## src/rtl/phase_gen_pkg.sv

```systemverilog
// Shared types and helpers for the multi-lane M-PSK phase generator.
package phase_gen_pkg;

  typedef enum logic [1:0] {LOAD, IDLE, RUN} state_e;

  localparam logic [31:0] DEFAULT_STEP = 32'd916455424;

  // Top out_w bits of an acc_w-wide phase word (acc_w <= 64).
  function automatic logic [63:0] phase_slice(input logic [63:0] acc, input int acc_w,
                                              input int out_w);
    return acc >> (acc_w - out_w);
  endfunction

endpackage

```

## src/rtl/phase_lane_offs.sv

```systemverilog
// Builds offs[i] = i*step and blk = LANES*step with a single adder, one lane per cycle.
module phase_lane_offs #(
  parameter int LANES = 16,
  parameter int ACC_W = 32
) (
  input  logic                        clk,
  input  logic                        rst_n,
  input  logic                        start,
  input  logic [ACC_W-1:0]            step,
  output logic [LANES-1:0][ACC_W-1:0] offs,
  output logic [ACC_W-1:0]            blk,
  output logic                        done
);
  localparam int KW = (LANES > 1) ? $clog2(LANES) : 1;

  logic                        busy_q, busy_d;
  logic [KW-1:0]               k_q, k_d;
  logic [ACC_W-1:0]            run_q, run_d, blk_q, blk_d, sum;
  logic [LANES-1:0][ACC_W-1:0] offs_q, offs_d;
  logic                        last;

  assign last = (k_q == KW'(LANES - 1));
  assign sum  = run_q + step;
  assign done = busy_q & last;
  assign offs = offs_q;
  assign blk  = blk_q;

  always_comb begin
    busy_d = busy_q;
    k_d    = k_q;
    run_d  = run_q;
    blk_d  = blk_q;
    offs_d = offs_q;
    // start wins over an in-flight build so a new step restarts cleanly
    if (start) begin
      busy_d = 1'b1;
      k_d    = '0;
      run_d  = '0;
    end else if (busy_q) begin
      offs_d[k_q] = run_q;
      run_d       = sum;
      k_d         = k_q + 1'b1;
      if (last) begin
        blk_d  = sum;
        busy_d = 1'b0;
      end
    end
  end

  always_ff @(posedge clk or negedge rst_n) begin
    if (!rst_n) begin
      busy_q <= 1'b0;
      k_q    <= '0;
      run_q  <= '0;
      blk_q  <= '0;
      offs_q <= '0;
    end else begin
      busy_q <= busy_d;
      k_q    <= k_d;
      run_q  <= run_d;
      blk_q  <= blk_d;
      offs_q <= offs_d;
    end
  end

endmodule

```

## src/rtl/phase_gen_multi.sv

```systemverilog
// LANES-wide M-PSK phase generator on an AXI-Stream master; symbols held SYM_BEATS beats each.
module phase_gen_multi #(
  parameter int              LANES        = 16,
  parameter int              ACC_W        = 32,
  parameter int              OUT_W        = 16,
  parameter int              SYM_W        = 1,
  parameter int              SYM_BEATS    = 4,
  parameter logic [ACC_W-1:0] DEFAULT_STEP = ACC_W'(phase_gen_pkg::DEFAULT_STEP)
) (
  input  logic                   M_AXIS_ACLK,
  input  logic                   M_AXIS_ARESETN,
  output logic                   M_AXIS_TVALID,
  output logic [LANES*OUT_W-1:0] M_AXIS_TDATA,
  input  logic                   M_AXIS_TREADY,
  input  logic                   gen_en,
  input  logic [ACC_W-1:0]       step_in,
  input  logic                   step_load,
  input  logic [SYM_W-1:0]       sym_in,
  input  logic                   sym_valid,
  output logic                   sym_ready,
  output logic                   sym_underrun
);
  import phase_gen_pkg::*;

  localparam int BW = (SYM_BEATS > 1) ? $clog2(SYM_BEATS) : 1;

  state_e                      state_q, state_d;
  logic [ACC_W-1:0]            acc_q, acc_d, step_q, step_d, pend_step_q, pend_step_d;
  logic                        pend_q, pend_d, start_q, start_d;
  logic                        tvalid_q, tvalid_d, underrun_q, underrun_d;
  logic [SYM_W-1:0]            cur_sym_q, cur_sym_d, nxt_sym;
  logic [BW-1:0]               bcnt_q, bcnt_d;
  logic [LANES-1:0][OUT_W-1:0] tdata_q, tdata_d, lane_ph;
  logic [LANES-1:0][ACC_W-1:0] offs;
  logic [ACC_W-1:0]            blk, acc_nxt, base, sym_ph;
  logic                        done, fire, boundary, sym_take;

  phase_lane_offs #(.LANES(LANES), .ACC_W(ACC_W)) u_offs (
    .clk   (M_AXIS_ACLK),
    .rst_n (M_AXIS_ARESETN),
    .start (start_q),
    .step  (step_q),
    .offs  (offs),
    .blk   (blk),
    .done  (done)
  );

  assign fire     = tvalid_q & M_AXIS_TREADY;
  assign boundary = (bcnt_q == BW'(SYM_BEATS - 1));
  assign acc_nxt  = acc_q + blk;
  assign sym_take = (state_q == RUN) && fire && boundary && sym_valid;
  assign nxt_sym  = sym_take ? sym_in : cur_sym_q;
  assign sym_ph   = ACC_W'(nxt_sym) << (ACC_W - SYM_W);
  // RUN reloads with the post-fire phase; IDLE presents the retained one
  assign base     = (state_q == RUN) ? acc_nxt : acc_q;

  for (genvar i = 0; i < LANES; i++) begin : g_lane
    assign lane_ph[i] = OUT_W'(phase_slice(64'(base + offs[i] + sym_ph), ACC_W, OUT_W));
  end

  always_comb begin
    state_d     = state_q;
    acc_d       = acc_q;
    step_d      = step_q;
    pend_d      = pend_q;
    pend_step_d = pend_step_q;
    start_d     = 1'b0;
    tvalid_d    = tvalid_q;
    tdata_d     = tdata_q;
    underrun_d  = underrun_q;
    cur_sym_d   = cur_sym_q;
    bcnt_d      = bcnt_q;
    sym_ready   = 1'b0;
    unique case (state_q)
      LOAD: begin
        if (step_load) begin
          step_d     = step_in;
          start_d    = 1'b1;
          underrun_d = 1'b0;
        end else if (done && !start_q) begin
          acc_d     = '0;
          bcnt_d    = '0;
          cur_sym_d = sym_valid ? sym_in : '0;
          sym_ready = sym_valid;
          state_d   = IDLE;
        end
      end
      IDLE: begin
        if (step_load) begin
          step_d     = step_in;
          start_d    = 1'b1;
          underrun_d = 1'b0;
          state_d    = LOAD;
        end else if (gen_en) begin
          tvalid_d = 1'b1;
          tdata_d  = lane_ph;
          state_d  = RUN;
        end
      end
      RUN: begin
        if (step_load) begin
          pend_d      = 1'b1;
          pend_step_d = step_in;
          underrun_d  = 1'b0;
        end
        if (fire) begin
          acc_d  = acc_nxt;
          bcnt_d = boundary ? '0 : bcnt_q + 1'b1;
          if (boundary) begin
            if (sym_valid) begin
              cur_sym_d = sym_in;
              sym_ready = 1'b1;
            end else begin
              underrun_d = 1'b1;
            end
          end
          if (step_load || pend_q) begin
            step_d   = step_load ? step_in : pend_step_q;
            pend_d   = 1'b0;
            tvalid_d = 1'b0;
            start_d  = 1'b1;
            state_d  = LOAD;
          end else if (!gen_en) begin
            tvalid_d = 1'b0;
            state_d  = IDLE;
          end else begin
            tdata_d = lane_ph;
          end
        end
      end
      default: state_d = LOAD;
    endcase
  end

  always_ff @(posedge M_AXIS_ACLK or negedge M_AXIS_ARESETN) begin
    if (!M_AXIS_ARESETN) begin
      state_q     <= LOAD;
      acc_q       <= '0;
      step_q      <= DEFAULT_STEP;
      pend_q      <= 1'b0;
      pend_step_q <= '0;
      start_q     <= 1'b1;
      tvalid_q    <= 1'b0;
      tdata_q     <= '0;
      underrun_q  <= 1'b0;
      cur_sym_q   <= '0;
      bcnt_q      <= '0;
    end else begin
      state_q     <= state_d;
      acc_q       <= acc_d;
      step_q      <= step_d;
      pend_q      <= pend_d;
      pend_step_q <= pend_step_d;
      start_q     <= start_d;
      tvalid_q    <= tvalid_d;
      tdata_q     <= tdata_d;
      underrun_q  <= underrun_d;
      cur_sym_q   <= cur_sym_d;
      bcnt_q      <= bcnt_d;
    end
  end

  assign M_AXIS_TVALID = tvalid_q;
  assign M_AXIS_TDATA  = tdata_q;
  assign sym_underrun  = underrun_q;

endmodule
```

## config.mk

```make
export PLATFORM = sky130hd
export DESIGN_NAME = phase_gen_multi
export DESIGN_NICKNAME = d
export VERILOG_FILES = /design/src/rtl/phase_gen_pkg.sv /design/src/rtl/phase_lane_offs.sv /design/src/rtl/phase_gen_multi.sv
export SDC_FILE = /design/constraint.sdc
export NUM_CORES = 2
export LEC_CHECK = 0
export CORE_UTILIZATION = 55
export CTS_BUF_LIST = sky130_fd_sc_hd__clkbuf_4 sky130_fd_sc_hd__clkbuf_8
export DETAILED_ROUTE_END_ITERATION = 12
export MAX_ROUTING_LAYER = met4
export PLACE_DENSITY = 0.77
export SYNTH_ARGS = -nofsm -noshare
export SYNTH_HDL_FRONTEND = slang
export SYNTH_SLANG_ARGS = --single-unit
```

## constraint.sdc

```tcl
create_clock -name M_AXIS_ACLK -period 6.7 [get_ports M_AXIS_ACLK]
set_clock_uncertainty 0.1 [all_clocks]
set_input_delay 0.67 -clock M_AXIS_ACLK [delete_from_list [all_inputs] [get_ports M_AXIS_ACLK]]
set_output_delay 0.67 -clock M_AXIS_ACLK [all_outputs]
set_load 0.05 [all_outputs]
```

==> reports/qor.csv <==
stage,metric,value,unit
run_status,status,"finished, final reports clean",
synth,syn nets,6601,
setup_path,"Slowest-stage cell, CP",a311oi_1,
synth,Post-Syn Area,0.0597,mm²
synth,cell accounting for the most synthesized area,dfrtp_1,
die,Initial Utilization,55.6,%
clock_network,later-pin clock latency in the skew report,0.86,ns
place,# port buffers,297,
run,maxcap violations,0,
timing,"Hold Vio Cnt, Final",0,
timing,slew margin rel.,9.48,%
final_layout,Layout Cells excl Fill,7458,
final_layout,area delta synth->final,14.5,%
synth,#FFs+latches synth,942,
global_route,largest net degree at the start of global routing,176,
global_route,initial antenna violation count,5,
route,WL final,162000,µm
route,number of detailed-route iterations in the first pass,6,
final_layout,share of cells above drive strength 1,16.2,%
setup_path,data required time of the worst path,7.28,ns
setup_path,WS Path Type,register to register,
clock_network,Num CTS Buffers,161,
synth,Synth Instances,5549,
route,DRC violations left,0,
synth,Yosys warnings,0,
synth,most common cell in the netlist,ha_1,
route,Wirelength per Cell,21.7,µm
timing,# setup viols final,0,
min_path,min-delay worst type,input port to async pin,
place,Placer Congestion,0.940,
synth,Unique masters post-synth,81,
timing,setup TNS,0,ns
setup_path,CP Capture Type,register,
clock_network,Root Buffer,clkbuf_8,
power_and_ir_drop,Cell Pwr Density,355,mW/mm²
route,via count,45500,
synth,Avg Inst Size Synth,10.8,µm²
final_layout,nets,6981,
setup_path,Crit Path Max Fanout,11,
global_route,GR Util All Layers,30.3,%
global_route,vias in the first global route,45000,
die,Die W,331,µm
clock_network,H-Tree Level Count,4,
timing,fmax,158,MHz
synth,area share of the largest cell type after synthesis,39.2,%
timing,Final Cycle Share,94.5,%
clock_network,CTS tree,done,
timing,Hold Slack,0.262,ns
synth,sequential area share after synthesis,39.5,%
timing,unrepaired setup endpoints after global routing,no,
synth,"EDFF count, synth",0,
timing,"Slew Viols, Final",0,
synth,asr flop ratio synth,100,%
clock_network,"Reg clk slew, reported paths",0.06,ns
clock_network,Post-CTS Setup Inserts,0,
die,# rows,120,
route,post-route ant nets,0,
synth,largest cells by area after synthesis,"dfrtp_1 (39%), ha_1 (21%), mux2_2 (9.9%), nand2_1 (3.5%), o21ai_0 (3.3%)",
setup_path,CP peak stage delay,0.52,ns
setup_path,Startpoint Class,register,
place,hpwl dp,114000,µm
route,First DRT Iteration DRCs,3406,
power_and_ir_drop,LEAKAGE,37.0,nW
timing,post-layout min period,6.33,ns
die,die area,0.110,mm²
setup_path,"most used cell, CP",o21ai_0,
place,Placed Cells incl. Taps,7168,
clock_network,clock buffer depth,3,
die,CORE AREA,0.107,mm²
power_and_ir_drop,worst vdd ir,281,µV
synth,most instantiated cells after synthesis,"ha_1 (1,011), dfrtp_1 (935), nand2_1 (549), mux2_2 (525), o21ai_0 (391)",
global_route,total grt overflow,0,
power_and_ir_drop,total power,24.2,mW
clock_network,CTS sink count,942,
synth,"Top FF cell, synth",dfrtp_1,
route,drt via density,6.09,
timing,Slew @ Worst Pin,1.36,ns
setup_path,WP data arrival,6.91,ns
die,Die Y,331,µm
die,# IOs,298,
global_route,first-pass GRT wire length,253000,µm
## through the flow
step                setup WS (ns)  util [%]  area [µm²]
floorplan                   0.533         -       59700
global placement            0.567      60.3       64800
detailed placement          0.463      60.3       64800
CTS                         0.422      63.6       68300
global route               0.0325      63.6       68300
finish                      0.369      63.6       68300
## registers in the layout (all words and copies together) (netlist names)
name / cells
u_offs.k_q: 4
acc_q: 32
cur_sym_q: 1
state_q: 2
u_offs.blk: 32
u_offs.offs: 512
bcnt_q: 2
pend_q: 1
pend_step_q: 32
sym_underrun: 1
step_q: 32
M_AXIS_TDATA: 256
M_AXIS_TVALID: 1
u_offs.run_q: 32
u_offs.busy_q: 1
start_q: 1
## worst max-delay path, delay by kind of cell (launching register included)
kind            cells  cell delay [ns]
compound gates     13             2.83
fa+ha+maj           4             0.96
simple gates        5             0.83
buf+inv             3             0.68
flops               1             0.40
xor+xnor            2             0.33
## final timing paths
check                                   from                 to  slack [ns]  cells past startpoint
max                                 acc_q[0]   M_AXIS_TDATA[14]        0.37                     27
min                           M_AXIS_ARESETN   M_AXIS_TDATA[38]        0.26                      2
max reg2reg                         acc_q[0]   M_AXIS_TDATA[14]        0.37                     27
min reg2reg                M_AXIS_TDATA[106]  M_AXIS_TDATA[106]        0.36                      2
max in group asynchronous     M_AXIS_ARESETN   u_offs.offs[317]        4.50                      4
min in group M_AXIS_ACLK         step_in[25]         step_q[25]        0.34                      3
## layout by cell type, fill, tap and decap left out, types with 58 or more instances in the layout
cell type        instances
a21o_1                 163
clkbuf_8               210
nor2_1                 200
nand4_1                 58
dfrtp_1                935
a21oi_1                266
inv_1                  106
ha_1                  1011
clkdlybuf4s50_1        296
mux2i_1                 59
nand3_1                105
nand2_1                543
xor2_1                 118
nor3_1                  76
buf_4                  101
mux2_2                 525
xnor2_1                151
o21ai_0                380
## layer usage
| metal | vias up | routed length [µm] | GRT usage [%] |
|---|---|---|---|
| met5 | - | 0 | - |
| met1 | 22300 | 70400 | 39.6 |
| met4 | 0 | 8940 | 15.1 |
| met2 | 1496 | 72500 | 46.3 |
| met3 | 433 | 9730 | 3.96 |
| li1 | 21200 | - | - |
## final cells by class
cell class / count / area, µm²
clock inverter: 31 / 295
sequential: 942 / 23600
timing repair buffer: 411 / 3990
fill: 8228 / 39000
multi-input combinational: 4307 / 35100
clock buffer: 254 / 3220
tap: 1403 / 1760
antenna: 4 / 10.0
inverter: 106 / 398
## cells by family after synthesis
kind of cell,synth area share [%]
AO/OA/AOI/OAI,13.0
AND/OR/NAND/NOR,9.25
adder cells (fa/ha/maj),21.3
flip-flops,39.5
multiplexers,10.9
buffers and inverters,1.90
XOR/XNOR,4.11
## repair_timing
item                                    CTS  global route
resized for setup                         0             1
hold buffers                              1             0
endpoints found under the setup margin    0             1
endpoints found under the hold margin    50             0
## report_power, final
| group | total (mW) | switching (mW) | internal, mW |
|---|---|---|---|
| Combinational | 10.1 | 6.39 | 3.71 |
| Clock | 5.63 | 2.42 | 3.20 |
| Sequential | 8.50 | 1.26 | 7.25 |
| Total | 24.2 | 10.1 | 14.2 |
No activity file was read; power rests on OpenSTA's default activity.
